<file path="src/rtl/game_defs_pkg.sv">
// Encodings shared by the round controller and the LED/score decode,
// plus default tick lengths and the saturating score step.
package game_defs_pkg;

  typedef enum logic [1:0] {
    QI      = 2'b00,
    QGAME_1 = 2'b01,
    QGAME_2 = 2'b10,
    QDONE   = 2'b11
  } game_state_e;

  typedef enum logic [1:0] {
    B_IDLE  = 2'b00,
    B_FUSE  = 2'b01,
    B_BLAST = 2'b10,
    B_COOL  = 2'b11
  } bomb_state_e;

  typedef enum logic [1:0] {
    WIN_NONE = 2'b00,
    WIN_P1   = 2'b01,
    WIN_P2   = 2'b10
  } winner_e;

  localparam logic OWNER_P1 = 1'b0;
  localparam logic OWNER_P2 = 1'b1;

  localparam int SCORE_W          = 4;
  localparam int DEF_FUSE_TICKS   = 72;
  localparam int DEF_BLAST_TICKS  = 24;
  localparam int DEF_COOL_TICKS   = 8;
  localparam int DEF_PAUSE_TICKS  = 48;
  localparam int DEF_WIN_SCORE    = 10;

  function automatic logic [SCORE_W-1:0] sat_inc(input logic [SCORE_W-1:0] s,
                                                 input logic [SCORE_W-1:0] lim);
    return (s >= lim) ? s : s + 1'b1;
  endfunction

endpackage

</file>
<file path="src/rtl/bomb_round_controller_if.sv">
// Player-side inputs and game/bomb outputs between the controller and the
// button/position + VGA logic.
interface bomb_round_controller_if #(parameter int COORD_W = 10);
  logic               p1_req, p2_req;
  logic [COORD_W-1:0] p1_x, p1_y, p2_x, p2_y;
  logic               p1_in_blast, p2_in_blast;
  logic [1:0]         state;
  logic [3:0]         p1_score, p2_score;
  logic [1:0]         winner;
  logic               bomb_active, bomb_blink, explode;
  logic [COORD_W-1:0] bomb_x, bomb_y;
  logic               bomb_owner, grant_p1, grant_p2;

  modport master (
    input  p1_req, p2_req, p1_x, p1_y, p2_x, p2_y, p1_in_blast, p2_in_blast,
    output state, p1_score, p2_score, winner, bomb_active, bomb_blink, explode,
           bomb_x, bomb_y, bomb_owner, grant_p1, grant_p2
  );

  modport slave (
    output p1_req, p2_req, p1_x, p1_y, p2_x, p2_y, p1_in_blast, p2_in_blast,
    input  state, p1_score, p2_score, winner, bomb_active, bomb_blink, explode,
           bomb_x, bomb_y, bomb_owner, grant_p1, grant_p2
  );
endinterface

</file>
<file path="src/rtl/rr_arbiter2.sv">
// Two-requester round-robin arbiter; a tie goes to whoever was not granted last.
module rr_arbiter2
  import game_defs_pkg::*;
(
  input  logic       clk,
  input  logic       reset_n,
  input  logic       en,
  input  logic [1:0] req,
  output logic [1:0] gnt
);
  logic last_grant;

  always_comb begin
    gnt = 2'b00;
    if (en) begin
      case (req)
        2'b01:   gnt = 2'b01;
        2'b10:   gnt = 2'b10;
        2'b11:   gnt = (last_grant == OWNER_P2) ? 2'b01 : 2'b10;
        default: gnt = 2'b00;
      endcase
    end
  end

  always_ff @(posedge clk or negedge reset_n) begin
    if (!reset_n)  last_grant <= OWNER_P2;
    else if (|gnt) last_grant <= gnt[1];
  end
endmodule

</file>
<file path="src/rtl/bomb_round_controller.sv">
// Round sequencing for the two-player bomb game: owns the single bomb slot,
// its fuse/blast/cool timers, hit scoring and the round-over pause.
module bomb_round_controller
  import game_defs_pkg::*;
#(
  parameter int COORD_W     = 10,
  parameter int FUSE_TICKS  = DEF_FUSE_TICKS,
  parameter int BLAST_TICKS = DEF_BLAST_TICKS,
  parameter int COOL_TICKS  = DEF_COOL_TICKS,
  parameter int PAUSE_TICKS = DEF_PAUSE_TICKS,
  parameter int WIN_SCORE   = DEF_WIN_SCORE
)(
  input  logic clk,
  input  logic reset_n,
  input  logic tick,
  input  logic start,
  bomb_round_controller_if.master bus
);
  localparam int MAX_A = (FUSE_TICKS > BLAST_TICKS) ? FUSE_TICKS : BLAST_TICKS;
  localparam int MAX_B = (COOL_TICKS > PAUSE_TICKS) ? COOL_TICKS : PAUSE_TICKS;
  localparam int MAX_T = (MAX_A > MAX_B) ? MAX_A : MAX_B;
  localparam int CNT_RAW = $clog2(MAX_T + 1);
  // at least 4 bits so the blink tap on bit 3 always exists
  localparam int CNT_W = (CNT_RAW < 4) ? 4 : CNT_RAW;
  localparam logic [CNT_W-1:0]   FUSE_LD  = CNT_W'(FUSE_TICKS - 1);
  localparam logic [CNT_W-1:0]   BLAST_LD = CNT_W'(BLAST_TICKS - 1);
  localparam logic [CNT_W-1:0]   COOL_LD  = CNT_W'(COOL_TICKS - 1);
  localparam logic [CNT_W-1:0]   PAUSE_LD = CNT_W'(PAUSE_TICKS - 1);
  localparam logic [SCORE_W-1:0] WIN_LIM  = SCORE_W'(WIN_SCORE);

  game_state_e          gstate, gstate_nxt;
  bomb_state_e          bstate, bstate_nxt;
  winner_e              winner, winner_nxt;
  logic [CNT_W-1:0]     cnt, cnt_nxt, pause_cnt, pause_nxt;
  logic [SCORE_W-1:0]   s1, s1_nxt, s2, s2_nxt;
  logic                 h1, h1_nxt, h2, h2_nxt, h1_s, h2_s;
  logic [COORD_W-1:0]   bomb_x, bomb_y;
  logic                 bomb_owner, grant_p1, grant_p2;
  logic                 arb_en;
  logic [1:0]           gnt;

  // start is included so a tick that also drops start never fires a grant
  assign arb_en = tick && start && (gstate == QGAME_1) && (bstate == B_IDLE);

  rr_arbiter2 u_arb (
    .clk     (clk),
    .reset_n (reset_n),
    .en      (arb_en),
    .req     ({bus.p2_req, bus.p1_req}),
    .gnt     (gnt)
  );

  assign h1_s = h1 | bus.p1_in_blast;
  assign h2_s = h2 | bus.p2_in_blast;

  always_comb begin
    gstate_nxt = gstate;
    bstate_nxt = bstate;
    winner_nxt = winner;
    cnt_nxt    = cnt;
    pause_nxt  = pause_cnt;
    s1_nxt     = s1;
    s2_nxt     = s2;
    h1_nxt     = h1;
    h2_nxt     = h2;
    if (tick) begin
      if (!start) begin
        gstate_nxt = QI;
        bstate_nxt = B_IDLE;
      end else begin
        case (gstate)
          QI: begin
            gstate_nxt = QGAME_1;
            bstate_nxt = B_IDLE;
            s1_nxt     = '0;
            s2_nxt     = '0;
            winner_nxt = WIN_NONE;
          end
          QGAME_1: begin
            case (bstate)
              B_IDLE: if (|gnt) begin
                bstate_nxt = B_FUSE;
                cnt_nxt    = FUSE_LD;
              end
              B_FUSE: if (cnt == '0) begin
                bstate_nxt = B_BLAST;
                cnt_nxt    = BLAST_LD;
                h1_nxt     = 1'b0;
                h2_nxt     = 1'b0;
              end else cnt_nxt = cnt - 1'b1;
              B_BLAST: begin
                h1_nxt = h1_s;
                h2_nxt = h2_s;
                if (cnt == '0) begin
                  bstate_nxt = B_IDLE;
                  // exactly one player caught: the other one scores, whoever owns the bomb
                  if (h1_s ^ h2_s) begin
                    if (h2_s) s1_nxt = sat_inc(s1, WIN_LIM);
                    else      s2_nxt = sat_inc(s2, WIN_LIM);
                    if (s1_nxt == WIN_LIM || s2_nxt == WIN_LIM) begin
                      gstate_nxt = QDONE;
                      winner_nxt = h2_s ? WIN_P1 : WIN_P2;
                    end else begin
                      gstate_nxt = QGAME_2;
                      pause_nxt  = PAUSE_LD;
                    end
                  end else begin
                    bstate_nxt = B_COOL;
                    cnt_nxt    = COOL_LD;
                  end
                end else cnt_nxt = cnt - 1'b1;
              end
              default: if (cnt == '0) bstate_nxt = B_IDLE;
                       else           cnt_nxt    = cnt - 1'b1;
            endcase
          end
          QGAME_2: if (pause_cnt == '0) gstate_nxt = QGAME_1;
                   else                 pause_nxt  = pause_cnt - 1'b1;
          default: ;
        endcase
      end
    end
  end

  always_ff @(posedge clk or negedge reset_n) begin
    if (!reset_n) begin
      gstate     <= QI;
      bstate     <= B_IDLE;
      winner     <= WIN_NONE;
      cnt        <= '0;
      pause_cnt  <= '0;
      s1         <= '0;
      s2         <= '0;
      h1         <= 1'b0;
      h2         <= 1'b0;
      bomb_x     <= '0;
      bomb_y     <= '0;
      bomb_owner <= OWNER_P1;
      grant_p1   <= 1'b0;
      grant_p2   <= 1'b0;
    end else begin
      gstate    <= gstate_nxt;
      bstate    <= bstate_nxt;
      winner    <= winner_nxt;
      cnt       <= cnt_nxt;
      pause_cnt <= pause_nxt;
      s1        <= s1_nxt;
      s2        <= s2_nxt;
      h1        <= h1_nxt;
      h2        <= h2_nxt;
      grant_p1  <= gnt[0];
      grant_p2  <= gnt[1];
      if (|gnt) begin
        bomb_owner <= gnt[1] ? OWNER_P2 : OWNER_P1;
        bomb_x     <= gnt[1] ? bus.p2_x : bus.p1_x;
        bomb_y     <= gnt[1] ? bus.p2_y : bus.p1_y;
      end
    end
  end

  assign bus.state       = gstate;
  assign bus.p1_score    = s1;
  assign bus.p2_score    = s2;
  assign bus.winner      = winner;
  assign bus.bomb_active = (bstate == B_FUSE);
  assign bus.bomb_blink  = (bstate == B_FUSE) && !cnt[3];
  assign bus.explode     = (bstate == B_BLAST);
  assign bus.bomb_x      = bomb_x;
  assign bus.bomb_y      = bomb_y;
  assign bus.bomb_owner  = bomb_owner;
  assign bus.grant_p1    = grant_p1;
  assign bus.grant_p2    = grant_p2;
endmodule
</file>
<file path="src/flat_wrapper.sv">
// flat-port wrapper written by rule: the top's interface ports become plain ports
module bomb_round_controller_flat import game_defs_pkg::*;
#(
  parameter int COORD_W     = 10,
  parameter int FUSE_TICKS  = DEF_FUSE_TICKS,
  parameter int BLAST_TICKS = DEF_BLAST_TICKS,
  parameter int COOL_TICKS  = DEF_COOL_TICKS,
  parameter int PAUSE_TICKS = DEF_PAUSE_TICKS,
  parameter int WIN_SCORE   = DEF_WIN_SCORE
)
  (clk, reset_n, tick, start, bus_p1_req, bus_p2_req, bus_p1_x, bus_p1_y, bus_p2_x, bus_p2_y, bus_p1_in_blast, bus_p2_in_blast, bus_state, bus_p1_score, bus_p2_score, bus_winner, bus_bomb_active, bus_bomb_blink, bus_explode, bus_bomb_x, bus_bomb_y, bus_bomb_owner, bus_grant_p1, bus_grant_p2);
  bomb_round_controller_if #(.COORD_W(COORD_W)) bus_i ();
  input  logic clk;
  input  logic reset_n;
  input  logic tick;
  input  logic start;
  input wire logic [$bits(bus_i.p1_req)-1:0] bus_p1_req;
  input wire logic [$bits(bus_i.p2_req)-1:0] bus_p2_req;
  input wire logic [$bits(bus_i.p1_x)-1:0] bus_p1_x;
  input wire logic [$bits(bus_i.p1_y)-1:0] bus_p1_y;
  input wire logic [$bits(bus_i.p2_x)-1:0] bus_p2_x;
  input wire logic [$bits(bus_i.p2_y)-1:0] bus_p2_y;
  input wire logic [$bits(bus_i.p1_in_blast)-1:0] bus_p1_in_blast;
  input wire logic [$bits(bus_i.p2_in_blast)-1:0] bus_p2_in_blast;
  output wire logic [$bits(bus_i.state)-1:0] bus_state;
  output wire logic [$bits(bus_i.p1_score)-1:0] bus_p1_score;
  output wire logic [$bits(bus_i.p2_score)-1:0] bus_p2_score;
  output wire logic [$bits(bus_i.winner)-1:0] bus_winner;
  output wire logic [$bits(bus_i.bomb_active)-1:0] bus_bomb_active;
  output wire logic [$bits(bus_i.bomb_blink)-1:0] bus_bomb_blink;
  output wire logic [$bits(bus_i.explode)-1:0] bus_explode;
  output wire logic [$bits(bus_i.bomb_x)-1:0] bus_bomb_x;
  output wire logic [$bits(bus_i.bomb_y)-1:0] bus_bomb_y;
  output wire logic [$bits(bus_i.bomb_owner)-1:0] bus_bomb_owner;
  output wire logic [$bits(bus_i.grant_p1)-1:0] bus_grant_p1;
  output wire logic [$bits(bus_i.grant_p2)-1:0] bus_grant_p2;
  assign bus_i.p1_req = bus_p1_req;
  assign bus_i.p2_req = bus_p2_req;
  assign bus_i.p1_x = bus_p1_x;
  assign bus_i.p1_y = bus_p1_y;
  assign bus_i.p2_x = bus_p2_x;
  assign bus_i.p2_y = bus_p2_y;
  assign bus_i.p1_in_blast = bus_p1_in_blast;
  assign bus_i.p2_in_blast = bus_p2_in_blast;
  assign bus_state = bus_i.state;
  assign bus_p1_score = bus_i.p1_score;
  assign bus_p2_score = bus_i.p2_score;
  assign bus_winner = bus_i.winner;
  assign bus_bomb_active = bus_i.bomb_active;
  assign bus_bomb_blink = bus_i.bomb_blink;
  assign bus_explode = bus_i.explode;
  assign bus_bomb_x = bus_i.bomb_x;
  assign bus_bomb_y = bus_i.bomb_y;
  assign bus_bomb_owner = bus_i.bomb_owner;
  assign bus_grant_p1 = bus_i.grant_p1;
  assign bus_grant_p2 = bus_i.grant_p2;
  bomb_round_controller #(.COORD_W(COORD_W), .FUSE_TICKS(FUSE_TICKS), .BLAST_TICKS(BLAST_TICKS), .COOL_TICKS(COOL_TICKS), .PAUSE_TICKS(PAUSE_TICKS), .WIN_SCORE(WIN_SCORE)) u_core (.clk(clk), .reset_n(reset_n), .tick(tick), .start(start), .bus(bus_i));
endmodule
</file>
<file path="config.mk">
export PLATFORM = sky130hd
export DESIGN_NAME = bomb_round_controller_flat
export DESIGN_NICKNAME = d
export VERILOG_FILES = /design/src/rtl/game_defs_pkg.sv /design/src/rtl/bomb_round_controller_if.sv /design/src/rtl/rr_arbiter2.sv /design/src/rtl/bomb_round_controller.sv /design/src/flat_wrapper.sv
export SDC_FILE = /design/constraint.sdc
export NUM_CORES = 1
export LEC_CHECK = 0
export CORE_ASPECT_RATIO = 1.5
export CORE_MARGIN = 2
export CORE_UTILIZATION = 49
export DETAILED_ROUTE_END_ITERATION = 12
export PLACE_DENSITY_LB_ADDON = 0.05
export SYNTH_ARGS = -nofsm -noshare
export SYNTH_HDL_FRONTEND = slang
export SYNTH_SLANG_ARGS = --single-unit
</file>
<file path="constraint.sdc">
create_clock -name clk -period 2.5 [get_ports clk]
set_input_delay 0.5 -clock clk [delete_from_list [all_inputs] [get_ports clk]]
set_output_delay 0.5 -clock clk [all_outputs]
set_load 0.01 [all_outputs]
</file>
# Yosys cells after proc, flatten, opt, wreduce, memory -nomap -nowiden
# Cells that the tools add are included.
# classes
n_addsub	4
order_cmp	2
n_eq_ne	29
mux	66
bitwise_logic	3
n_reduce_logical	21
# ops
cell	count
$mux W4	22
$mux W7	10
$mux W2	18
$reduce_and A6 Y1	4
$pmux W7 S3	1
$mux W10	2
$pmux W2 S3	3
$ne A4 B4 Y1 const B	4
$pmux W4 S2	2
$logic_not A7 Y1	2
$ne A2 B2 Y1 const B	7
$pmux W7 S2	1
$sub A7 B1 Y7 const B	2
$ne A3 B3 Y1 const B	4
$add A4 B1 Y4 const B	2
$eq A2 B2 Y1 const B	4
$eq A4 B4 Y1 const B	2
$ge A4 B4 Y1 const B	2
$pmux W2 S2	2
$reduce_and A8 Y1	1
$reduce_and A7 Y1	1
$eq A2 B1 Y1 const B	3
$reduce_bool A2 Y1	3
$reduce_and A5 Y1	1
other kinds (14)	22
# totals
register_bits	54
inputBits	48
output_inout_bits	38
word_cells	140

# Logic depth before layout (Yosys ltp)
# Gate-level depths: netlist (run 1).
# logic_depth
depth_word	17
mapped_depth	10
depth_no_buf	8

# By module
# Synthesis (run 1) repeated with hierarchy kept, for this count alone.
# unflattened
hier_cells	343
hier_area_um2	3143.0
# modules_own_cells
mod	n_inst	cells_each	area_each_um2	seq_area_each_um2
bomb_round_controller	1	335	3080.5	1326.3
rr_arbiter2	1	8	62.6	26.3

# Least setup slack after synthesis (run 1)
# Ideal clock, no wire load.
# synth_path
kind	flip-flop to flip-flop
from	register u_core.gstate[1], in the netlist u_core.bus.state[1]
to	register u_core.bstate[1]
setup_time_ns	0.125
t_arrival_ns	2.038
required_ns	2.375
setup_slack_ns	0.338
stages_incl_launch_ff	10
n_path_buf	1
synth_period_minus_slack_ns	2.162
path_cell_list	dfrtp_1 -> inv_1 -> ha_1 -> buf_2 -> inv_2 -> nor3_2 -> o21a_1 -> o221ai_1 -> a31oi_1 -> mux2_2
# synth_between
elab_chain_cells	7
elab_cells_between_ends	14
classes_between	eq/ne: 6; mux: 3; reduce/logical: 5
# synth_rtl
item	line	source
start, declared	bomb_round_controller.sv:31	game_state_e gstate, gstate_nxt;
start signal, assigned	bomb_round_controller.sv:142	gstate <= gstate_nxt;
$eq A2 B1 Y1	bomb_round_controller.sv:43, bomb_round_controller.sv:71	
$logic_and A1 B1 Y1 (2 in a row)	bomb_round_controller.sv:43	assign arb_en = tick && start && (gstate == QGAME_1) && (bstate == B_IDLE);
$mux W2	rr_arbiter2.sv:15	if (en) begin
$reduce_or A2 Y1	bomb_round_controller.sv:81	B_IDLE: if (|gnt) begin
$ne A4 B4 Y1 (no source line)	-	
$reduce_and A6 Y1 (no source line)	-	
end signal, assigned	bomb_round_controller.sv:143	bstate <= bstate_nxt;
end, declared	bomb_round_controller.sv:32	bomb_state_e bstate, bstate_nxt;
# Parallel ways exist; a longest one is shown, timed or not.
# A chain may end at the register's enable or synchronous reset.

# Worst setup path in the final report (run 1)
# layout_path
from	register u_core.bstate[1]
to	output port bus_bomb_blink
# layout_between
elab_chain_cells	2
# layout_rtl
item	line	source
$eq A2 B1 Y1	bomb_round_controller.sv:166	assign bus.bomb_blink = (bstate == B_FUSE) && !cnt[3];
$logic_and A1 B1 Y1	bomb_round_controller.sv:166	
end, declared	flat_wrapper.sv:30	output wire logic [$bits(bus_i.bomb_blink)-1:0] bus_bomb_blink;
# Every way passes these cells.

==> metrics.cfg, run 1 <==
[outcome]
outcome = completed

[clock_network]
clock_sinks = 54
cts_resized = 0
cts_root_buf = clkbuf_8
cts_buffer_depth = 2
htree_levels = 2
clk_pin_slew_ps = 100
ctsHoldBuffers = 0
cts_buffers = 5
cts_tree = done
postCtsSetupBuffers = 0
worstSkewPairLatency_ps = 310

[floorplanning]
coreArea_um2 = 6218
dieArea_um2 = 7146
die_w_um = 69.69
fp.dieH_um = 102.5
rows = 35
start_util_pct = 51.01
boundaryPins = 86

[pwr]
power_frac_clock_pct = 13.3
switching_share_pct = 38.39
p_int_mw = 2.420
ir_drop_mv = 0.5408
p_sw_mw = 1.508
comb_power_share_pct = 50.7
p_seq_share_pct = 36.1
p_per_area_nw_per_um2 = 900.6
p_leak_nw = 1.979

[final_layout]
final_layout_size_suffix_gt1_share_pct = 11.26
insertedDiodeCount = 0
layout.nets = 514
fin_area_um2 = 4362
area_delta_synth_final_pct = 37.51

[logic_synthesis]
avgSynthCellArea_um2 = 9.141
yosys.area.top_type = dfrtp_1
ys_ff_latch = 54
synth_edf_count = 0
async_reset_ff_share_pct = 100.0
netlist_top_cells_area = dfrtp_1 42%, mux2i_1 6.6%, a21oi_1 6.3%
syn_area_um2 = 3172
yosysWarnings = 0
synth.distinct_cells = 55
syn_inst = 347
ys_seq_area_share_pct = 42.64
yosys_most_used_dff = dfrtp_1
synth_nets = 409
yosysTopAreaCellShare_pct = 41.81

[timing]
hold_viol = 0
fin_ws_ps = 169.5
finalMaxSlewViolations = 0
worstMarginPinSlew_ps = 610.1
rsz0062_at_grt = no
clock_skew_ps = 6.190
post-route-period-util_pct = 93.22
min_period_ps = 2330
whs_ps = 182.4
final-setup-viol-count = 0
fmax_ghz = 0.4291
fin_setup_tns_ps = 0
slew_headroom_pct = 59.33

[global_route]
first_global_vias = 2866
antenna_found_initial = 0
grt.total_usage_pct = 22.55
grt_pass1_wl_mm = 13.14
grt_max_degree = 41
gr-total-overflow = 0

[worst_setup_path]
path_cells = inv_1, ha_1, nor2b_1, clkdlybuf4s50_1
endpoint_kind = primary output
slowest_delay_ps = 550
cp_max_fo = 6
cp.required_ps = 2000
worstSetupPathType = reg2out
slowest_stage = clkdlybuf4s50_1
crit_arrival_ps = 1830
startpoint_type = flop

[placed_design]
gp_congestion = 0.9036
dp_slack_ps = -27.91
dp_hpwl_mm = 5.706
portBuffers = 85
placed_cell_area_um2 = 4270

[flow_run]
max_cap_viol_count = 0

[worst_hold_path]
hp-class = in2async

[route]
first_iter_violations = 155
via_per_inst = 5.666
vias = 2986
dr.pass1.iters = 4
ant_nets = 0
remaining_drc_errors = 0
routed_wl_mm = 7.503
route.detailed.wl_per_inst_um = 14.24

==> worst paths after layout <==
kind                                    startpoint                       to  slack [ps]  cells past startpoint
max reg2reg                    u_core.pause_cnt[0]      u_core.pause_cnt[4]         170                      8
min reg2reg                u_core.u_arb.last_grant  u_core.u_arb.last_grant         480                      2
min in group clk           u_core.u_arb.last_grant  u_core.u_arb.last_grant         480                      2
min                                        reset_n   u_core.bus.p2_score[2]         180                      1
max in group asynchronous                  reset_n  u_core.u_arb.last_grant        1670                      2
max                               u_core.bstate[1]           bus_bomb_blink         170                      4
==> state kept, by name, indices dropped and copies added (netlist names), 2 cells and up <==
signal	flops
u_core.bus.p2_score	4
u_core.bus.p1_score	4
u_core.bus.bomb_x	10
u_core.bus.winner	2
u_core.pause_cnt	7
u_core.bstate	2
u_core.bus.bomb_y	10
u_core.bus.state	2
u_core.cnt	7
==> power by group through the flow <==
stage | Sequential (mW) | Combinational [mW] | Clock, mW
6_report | 1.42 | 1.99 | 0.521
5_1_grt | 1.47 | 2.22 | 0.564
4_1_cts | 1.42 | 2.01 | 0.534
3_5_place_dp | 1.43 | 1.99 | 0
3_3_place_gp | 1.42 | 1.96 | 0
2_1_floorplan | 1.53 | 0.960 | 0
==> routing by layer <==
metal / routed length, um / up-vias / track usage [%]
li1: - / 1463 / -
met1: 3092 / 1407 / 27.07
met2: 3682 / 100 / 38.54
met3: 553 / 16 / 6.549
met4: 175 / 0 / 9.024
met5: 0 / - / 0
==> cells in the final DEF (no fill, tap or decap), drive strengths merged, types with 4 or more instances in the layout <==
| cell | Yosys | layout |
|---|---|---|
| nor2 | 40 | 40 |
| a22o | 5 | 5 |
| nand4 | 5 | 5 |
| o2bb2ai | 4 | 4 |
| or2 | 4 | 4 |
| inv | 22 | 22 |
| o31ai | 7 | 7 |
| o21ai | 28 | 28 |
| buf | 7 | 25 |
| mux2i | 21 | 21 |
| a31oi | 6 | 6 |
| nor2b | 5 | 5 |
| nand3 | 9 | 9 |
| a21oi | 41 | 41 |
| nand2 | 20 | 20 |
| clkbuf | 4 | 7 |
| nand2b | 7 | 7 |
| ha | 14 | 14 |
| dfrtp | 53 | 53 |
| clkdlybuf4s50 | 0 | 84 |
| nor3 | 6 | 6 |
==> critical path, delay by kind of cell (launching register included) <==
family        cells  cell delay [ps]
fa+ha+maj         1              260
buf+inv           2              660
flops             1              430
simple gates      1              170
==> cell type report <==
| type | instances | area (um^2) |
|---|---|---|
| Clock buffer | 7 | 86.33 |
| Timing Repair Buffer | 109 | 1051 |
| Inverter | 22 | 82.58 |
| Fill cell | 527 | 1857 |
| Sequential cell | 54 | 1353 |
| Tap cell | 74 | 92.59 |
| Clock inverter | 1 | 5.005 |
| Multi-Input combinational cell | 260 | 1692 |
==> kinds of logic after synthesis <==
group / count (synthesis) / synth area share, %
AOI/OAI and AO/OA: 113 / 22.88
xor gates and xnor gates: 2 / 0.5524
adders and majority gates: 14 / 5.523
buffers and inverters: 33 / 4.023
DFF: 54 / 42.64
muxes: 22 / 6.982
and+or+nand+nor: 109 / 17.40
==> metrics by stage <==
| step | total power, mW | std cells | utilization, % |
|---|---|---|---|
| 2_1_floorplan | 2.493 | 347 | - |
| 3_3_place_gp | 3.381 | 519 | 68.67 |
| 3_5_place_dp | 3.427 | 519 | 68.67 |
| 4_1_cts | 3.961 | 527 | 70.14 |
| 5_1_grt | 4.250 | 527 | 70.14 |
| 6_report | 3.928 | 527 | 70.14 |
==> synth_stat cells (all sizes together) (4+ instances only) <==
master   count
dfrtp       53
a21oi       41
nor2        40
o21ai       28
inv         22
mux2i       21
nand2       20
ha          14
nand3        9
buf          7
nand2b       7
o31ai        7
a31oi        6
nor3         6
a22o         5
nand4        5
nor2b        5
clkbuf       4
o2bb2ai      4
or2          4
(Power assumes the default switching activity.)
==> run 2: changes to the inputs <==
ABC_CLOCK_PERIOD_IN_PS = 2500   (was unset)
SETUP_SLACK_MARGIN = 0.2   (was unset)
SLEW_MARGIN = 20   (was unset)
==> run 2 against run 1 <==
Die area stayed put. Global-route usage stayed put. Sequential power hardly changed. Power is 1.1% higher. Via count is 0.33% lower. Combinational power hardly changed. Design area is 1.2% higher. Setup slack better by 92 ps. Routed wire length is 1.1% higher. First-iteration DRC count is 23% lower.
==> metrics.cfg, run 2 (synthesized netlist as in run 1, its figures left out) <==
[outcome]
outcome = completed  ; unchanged

[worst_setup_path]
cp.required_ps = 2000  ; about the same
cp_max_fo = 7  ; was 6
startpoint_type = flop  ; unchanged
slowest_stage = clkdlybuf4s50_1  ; unchanged
endpoint_kind = primary output  ; unchanged
path_cells = inv_1, ha_2, clkdlybuf4s50_1  ; was inv_1, ha_1, nor2b_1, clkdlybuf4s50_1
worstSetupPathType = reg2out  ; unchanged
slowest_delay_ps = 560  ; was 550 ps
crit_arrival_ps = 1740  ; was 1830 ps

[clock_network]
cts_tree = done  ; unchanged
clock_sinks = 54  ; unchanged
postCtsSetupBuffers = 0  ; unchanged
cts_buffers = 5  ; unchanged
cts_root_buf = clkbuf_8  ; unchanged
cts_buffer_depth = 2  ; unchanged
clk_pin_slew_ps = 100  ; about the same
worstSkewPairLatency_ps = 320  ; was 310 ps
htree_levels = 2  ; unchanged

[final_layout]
area_delta_synth_final_pct = 39.13  ; was 37.51%
fillers = 517  ; was 527
insertedDiodeCount = 0  ; unchanged
fin_area_um2 = 4413  ; was 4362 um^2
multi_input_area_um2 = 1739  ; was 1692 um^2
regArea_um2 = 1354  ; was 1353 um^2
largest_registers = u_core.bus.bomb_x (10), u_core.bus.bomb_y (10)  ; unchanged
final_layout_size_suffix_gt1_share_pct = 13.02  ; was 11.26%
layout.nets = 514  ; unchanged
layout_common_cells = 83 x clkdlybuf4s50_1, 52 x dfrtp_1, 40 x a21oi_1, 39 x nor2_1, 26 x o21ai_0  ; was 84 x clkdlybuf4s50_1, 53 x dfrtp_1, 40 x a21oi_1, 39 x nor2_1, 28 x o21ai_0
final_common_cell = clkdlybuf4s50_1  ; unchanged

[pwr]
ir_drop_mv = 0.5327  ; was 0.5408 mV
p_leak_nw = 1.997  ; was 1.979 nW
p_per_area_nw_per_um2 = 900.1  ; was 900.6 nW/um^2
power_mw = 3.972  ; was 3.928 mW

[route]
dr.pass1.iters = 4  ; unchanged
routed_wl_mm = 7.586  ; was 7.503 mm
first_iter_violations = 120  ; was 155
via_per_inst = 5.647  ; was 5.666
remaining_drc_errors = 0  ; unchanged
vias = 2976  ; was 2986
route.detailed.wl_per_inst_um = 14.39  ; was 14.24 um
ant_nets = 0  ; unchanged

[placed_design]
dp_hpwl_mm = 5.706  ; unchanged
portBuffers = 85  ; unchanged
placed_cell_area_um2 = 4270  ; unchanged
gp_congestion = 0.9036  ; unchanged

[flow_run]
max_cap_viol_count = 0  ; unchanged

[timing]
whs_ps = 177.9  ; was 182.4 ps
fmax_ghz = 0.4468  ; was 0.4291 GHz
slew_headroom_pct = 59.49  ; was 59.33%
hold_viol = 0  ; unchanged
rsz0062_at_grt = yes  ; was no
post-route-period-util_pct = 89.53  ; was 93.22%
clock_skew_ps = 9.693  ; was 6.190 ps
worstMarginPinSlew_ps = 607.7  ; was 610.1 ps
finalMaxSlewViolations = 0  ; unchanged
final-setup-viol-count = 0  ; unchanged
min_period_ps = 2238  ; was 2330 ps

[global_route]
antenna_found_initial = 0  ; unchanged
grt.total_usage_pct = 22.55  ; unchanged
grt_max_degree = 41  ; unchanged
first_global_vias = 2866  ; unchanged
gr-total-overflow = 0  ; unchanged
grt_pass1_wl_mm = 13.14  ; unchanged

[floorplanning]
coreArea_um2 = 6218  ; unchanged
fp.dieH_um = 102.5  ; unchanged
rows = 35  ; unchanged
dieArea_um2 = 7146  ; unchanged
boundaryPins = 86  ; unchanged
die_w_um = 69.69  ; unchanged
start_util_pct = 51.01  ; unchanged

[worst_hold_path]
hp-class = in2async  ; unchanged

## run 2: cell count changes in the layout (fill, tap and decap cells not counted), moves of 2 or more
cell	previous run	this run
nor4_1	3	1
o21ai_1	0	2
ha_1	14	12
o21ai_0	28	26
## run 2: stage by stage
step | worst slack [ps] | std cells | util (%) | TNS (ps)
final | 261.8 | 527 | 70.97 | 0
after detailed placement | -27.91 | 519 | 68.67 | -82.36
after CTS | 212.1 | 527 | 70.44 | 0
after floorplan | 337.5 | 347 | - | 0
after global placement | 29.89 | 519 | 68.67 | 0
after global routing | 157.1 | 527 | 70.97 | 0
## run 2: timing repair
item                                    in CTS  in global routing
pin swaps                                    0                  2
hold buffers                                 0                  0
resized for setup                            3                 10
endpoints found under the setup margin       2                 22
## run 2: worst paths after layout
kind                                    startpoint                       to  slack (ps)  cells after the start
max in group asynchronous                  reset_n  u_core.u_arb.last_grant        1670                      2
max reg2reg                       u_core.bstate[0]   u_core.bus.p1_score[1]         280                      7
min                                        reset_n   u_core.bus.p2_score[2]         180                      1
min reg2reg                u_core.u_arb.last_grant  u_core.u_arb.last_grant         480                      2
min in group clk           u_core.u_arb.last_grant  u_core.u_arb.last_grant         480                      2
max                               u_core.bstate[0]              bus_explode         260                      3
## run 2: power by group
group | switching (mW) | total (mW) | internal [mW]
Clock | 0.301 | 0.526 | 0.225
Combinational | 1.00 | 2.02 | 1.02
Sequential | 0.235 | 1.43 | 1.19
Total | 1.54 | 3.97 | 2.44
## run 2: critical path: cells and delay by family (launching register included)
kind	cells	cell delay (ps)
adders and majority gates	1	260
buffers and inverters	2	710
DFF	1	460
## run 2: routing by layer
| metal | vias to the layer above | wire length, um | global-route usage [%] |
|---|---|---|---|
| met1 | 1406 | 3123 | 27.07 |
| li1 | 1462 | - | - |
| met3 | 12 | 551 | 6.549 |
| met4 | 0 | 135 | 9.024 |
| met2 | 96 | 3776 | 38.54 |
| met5 | - | 0 | 0 |
## run 2: layout make-up
type                       count  share of cell area, %
timing repair buffer         109                  23.87
inverter                      22                  1.871
sequential                    54                  30.68
multi-input combinational    260                  39.41
clock inverter                 1                 0.1134
clock buffer                   7                  1.956
tap                           74                  2.098
